<file path="src/rtl/frame_loader_pkg.sv">
// frame_loader_pkg: shared frame geometry and loader state encoding
package frame_loader_pkg;
  localparam int ADDR_W = 15;
  localparam int NUM_PIXELS = 2 ** ADDR_W;
  typedef enum logic [1:0] {IDLE, RUN, DONE} state_t;
endpackage

</file>
<file path="src/rtl/frame_loader_pixel_unpacker.sv">
// pixel_unpacker: byte-to-pixel shift register with handshake ready logic
module pixel_unpacker (
  input  logic       clock,
  input  logic       reset,
  input  logic       clear,
  input  logic       run,
  input  logic       last,
  input  logic       in_valid,
  input  logic [7:0] in_data,
  output logic       in_ready,
  output logic       emit,
  output logic       pixel
);
  logic [7:0] sr;
  logic [3:0] bits_left;
  logic accept;
  assign emit = bits_left != 4'd0;
  assign pixel = sr[7];
  assign in_ready = run && (bits_left == 4'd0 || (bits_left == 4'd1 && !last));
  assign accept = in_valid && in_ready;
  always_ff @(posedge clock)
    if (reset || clear) begin
      sr <= '0;
      bits_left <= '0;
    end else if (accept) begin
      sr <= in_data;
      bits_left <= 4'd8;
    end else if (emit) begin
      sr <= {sr[6:0], 1'b0};
      bits_left <= bits_left - 4'd1;
    end
endmodule

</file>
<file path="src/rtl/frame_loader.sv">
// frame_loader: loads a packed 1-bit frame into frame RAM in raster order
module frame_loader
  import frame_loader_pkg::*;
#(
  parameter int ADDR_W = frame_loader_pkg::ADDR_W,
  parameter int NUM_PIXELS = frame_loader_pkg::NUM_PIXELS
) (
  input  logic              clock,
  input  logic              reset,
  input  logic              start,
  input  logic              in_valid,
  input  logic [7:0]        in_data,
  output logic              in_ready,
  output logic              wr_en,
  output logic [ADDR_W-1:0] wr_addr,
  output logic              wr_data,
  output logic              busy,
  output logic              done
);
  state_t state, state_next;
  logic [ADDR_W:0] cnt;
  logic clear, last, emit;
  assign clear = state == IDLE && start;
  assign last = cnt == (ADDR_W+1)'(NUM_PIXELS - 1);
  always_ff @(posedge clock)
    state <= reset ? IDLE : state_next;
  always_comb
    state_next = state == IDLE ? (start ? RUN : IDLE) :
                 state == RUN  ? (emit && last ? DONE : RUN) : IDLE;
  always_comb begin
    busy = state == RUN;
    done = state == DONE;
  end
  always_ff @(posedge clock)
    if (reset || clear) cnt <= '0;
    else if (emit) cnt <= cnt + (ADDR_W+1)'(1);
  assign wr_en = emit;
  assign wr_addr = cnt[ADDR_W-1:0];
  pixel_unpacker u_unpacker (
    .clock(clock),
    .reset(reset),
    .clear(clear),
    .run(state == RUN),
    .last(last),
    .in_valid(in_valid),
    .in_data(in_data),
    .in_ready(in_ready),
    .emit(emit),
    .pixel(wr_data)
  );
endmodule

</file>
<file path="config.mk">
export PLATFORM = sky130hd
export DESIGN_NAME = frame_loader
export DESIGN_NICKNAME = d
export VERILOG_FILES = /design/src/rtl/frame_loader_pkg.sv /design/src/rtl/frame_loader_pixel_unpacker.sv /design/src/rtl/frame_loader.sv
export SDC_FILE = /design/constraint.sdc
export NUM_CORES = 1
export LEC_CHECK = 0
export BUFFER_PORTS_ARGS = -buffer_cell sky130_fd_sc_hd__buf_2
export CORE_MARGIN = 3
export CORE_UTILIZATION = 48
export DETAILED_ROUTE_END_ITERATION = 10
export GPL_TIMING_DRIVEN = 0
export PLACE_DENSITY = 0.84
export SYNTH_ARGS = -nofsm -noshare
export SYNTH_HDL_FRONTEND = slang
export SYNTH_SLANG_ARGS = --single-unit
</file>
<file path="constraint.sdc">
create_clock -name clock -period 2.7 [get_ports clock]
set_clock_uncertainty 0.1 [all_clocks]
set_input_delay 0.81 -clock clock [delete_from_list [all_inputs] [get_ports clock]]
set_output_delay 0.81 -clock clock [all_outputs]
set_load 0.1 [all_outputs]
</file>
==> metrics.csv <==
metric,value,unit
status,finished with violations,
violations,negative setup slack,
critPathKind,register to primary output,
clockBufferDepth,2,
slew_violations,0,
hold_buffers,0,
cts.clk_slew.worst_paths,0.09,ns
max_freq,328.9,MHz
drtAntennaViolNets,0,
drtIter0Drc,69,
hold_viol,0,
cp-startpoint,u_unpacker.bits_left[1],
r2r_slack,0.55,ns
synth_top_area_share,38.13,%
cp.required,1.79,ns
min_path_cells,1,
drv_cap,0,
dr.pass1.iters,4,
start_util,50.77,%
fp-row-count,20,
seq_area,616.8,µm²
ys_top_cells_by_area,"dfxtp_1, buf_4, xnor2_1",
hold_slack,0.3821,ns
max_stage_delay,0.43,ns
yosysSeqAreaShare,38.13,%
routed_via_density,5.109,
synth_largest_area_cell,dfxtp_1,
antenna_found_initial,0,
post_route_cells_drive_above_1_share,42.08,%
num_antenna_cells,0,
nFillCells,272,
relSlewSlack,56.95,%
crit_path_end,in_ready,
p_per_area,907.3,nW/µm²
area_growth,26.77,%
reg2reg_from,u_unpacker.bits_left[1],
grt_pass1_wl,5.244,mm
r2r_cells,9,
die_w,63.29,µm
fin_ws,-0.3403,ns
cp-end-kind,primary output,
crit_arrival,2.13,ns
final_util,64.35,%
p_leak,0.8303,nW
grt_usage,16.24,%
multiInputGateArea,865.8,µm²
p_total,1.812,mW
cp_top_family,simple AND/OR/NAND/NOR gates,
wl,3.202,mm
rsz0062_at_grt,true,
dp_cells,250,
die_area,4005,µm²
synthCells,175,
place_congestion,0.7742,
crit_slowest_cell,or4_4,
fp.coreArea,3103,µm²
syn_area,1575,µm²
finalSetupViolCount,1,
final_area,1997,µm²
r2r_end,cnt[10],
ios,32,
ys_types,37,
worst_pin_slew,0.6457,ns
numCtsBuffers,5,
grt_pass1_vias,1201,
post-place-ws,-0.3030,ns
drt_drc_violations_left,0,
hpwl,2.155,mm
grt_start_max_net_pins,11,
vias,1354,
dieHeight,63.29,µm
crit_cells,7,
start_kind,register,
irDropWorstVdd,918.1,µV
fin_tns_setup,-0.3403,ns
worstPathCellList,"inv_2, ha_4, nor3b_4, or3_4, or4_4, and2_4, buf_12",
synth_seq_cells,30,
cts_tree,built,
path_max_fanout,3,
hp-class,register to register,
cts_htree_levels,2,
overflow,0,
insertion_delay,0.32,ns
cts-root-buf,clkbuf_4,
post-route-period-util,112.6,%
fin_cells,265,
io_buffers,31,
syn_nets,191,
yosysWarnings,0,
wl_per_cell,12.08,µm
cts_sinks,30,
nets,236,
min_period,3.040,ns
post_dp_cell_area,1829,µm²
avgSynthCellArea,9.001,µm²
critPathBufInv,2,
## worst min path at each step
| stage | start | to |
|---|---|---|
| 4_1_cts | state[1] | state[0] |
| 2_1_floorplan | state[1] | state[0] |
| 3_5_place_dp | state[1] | state[0] |
| 5_1_grt | u_unpacker.sr[0] | u_unpacker.sr[0] |
| 6_report | state[1] | state[0] |
| 3_3_place_gp | u_unpacker.sr[0] | u_unpacker.sr[0] |
## worst register-to-register path, cell delays in order (launching register included)
cell and delay [ns]:
dfxtp_2 0.35, inv_2 0.05, ha_4 0.15, nor3b_4 0.15, buf_4 0.15, buf_2 0.19, buf_1 0.27, nor4_1 0.41
xnor2_1 0.17, nor2_1 0.05
## metal layers
metal / wire [µm] / vias up / global-route usage (%)
li1: - / 680 / -
met1: 1463 / 643 / 20.22
met2: 1579 / 29 / 26.88
met3: 153 / 2 / 5.526
met4: 6 / 0 / 4.043
met5: 0 / - / 0
## kinds of logic after synthesis
group	synth area share, %
AOI/OAI and AO/OA	7.466
xor gates and xnor gates	7.228
adders and majority gates	3.177
buffers and inverters	10.40
DFF	38.13
muxes	10.09
and+or+nand+nor	23.51
## final cells by class
| cell class | instances | share of cell area, % |
|---|---|---|
| inverter | 4 | 0.9398 |
| timing repair buffer | 39 | 11.84 |
| tap | 44 | 2.757 |
| multi-input combinational | 119 | 43.36 |
| clock buffer | 7 | 2.757 |
| buffer | 21 | 7.205 |
| clock inverter | 1 | 0.2506 |
| sequential | 30 | 30.89 |
## synth_stat cells
cell type / count
buf_2: 2
nor3_1: 4
xor2_1: 3
or4_1: 1
nand4_1: 3
clkinv_1: 1
a2111oi_0: 1
mux2_2: 7
nor4_1: 4
a21oi_1: 6
ha_1: 4
mux2i_1: 8
nand3_1: 3
nor4b_1: 3
o21a_1: 1
nand3_2: 1
nand2_1: 22
o21ai_0: 4
nand4_2: 1
o311a_4: 1
or3_1: 7
buf_4: 15
buf_6: 1
and4_1: 1
buf_1: 1
nor2_1: 15
nor3_2: 1
xnor2_1: 10
dfxtp_1: 30
nor2b_1: 1
clkbuf_1: 3
nand2b_1: 1
a2111oi_2: 1
inv_1: 3
nor3b_1: 2
and2_1: 1
a21o_1: 2
## placed cells by master, fill, tap and decap left out, drive strengths merged, types with 5 or more instances in the layout
master  Yosys  layout
a21oi       6       6
buf        19      57
clkbuf      3      10
dfxtp      30      30
mux2        7       7
mux2i       8       8
nand2      22      22
nor2       15      15
nor3        5       5
or3         7       7
xnor2      10      10
## power breakdown
group / switching (mW) / total (mW) / internal (mW)
combinational: 0.625 / 0.993 / 0.368
clock: 0.155 / 0.281 / 0.126
sequential: 0.0436 / 0.538 / 0.494
## registers in the layout, indices dropped and copies added (netlist names)
register and cells:
cnt 16, u_unpacker.sr 8, u_unpacker.bits_left 4, state 2
## repair_timing
item | CTS | global route
resized for setup | 7 | 10
setup endpoints to repair | 2 | 2
buffers inserted | 7 | 1
pin swaps | 1 | 1
(Power assumes the default switching activity.)
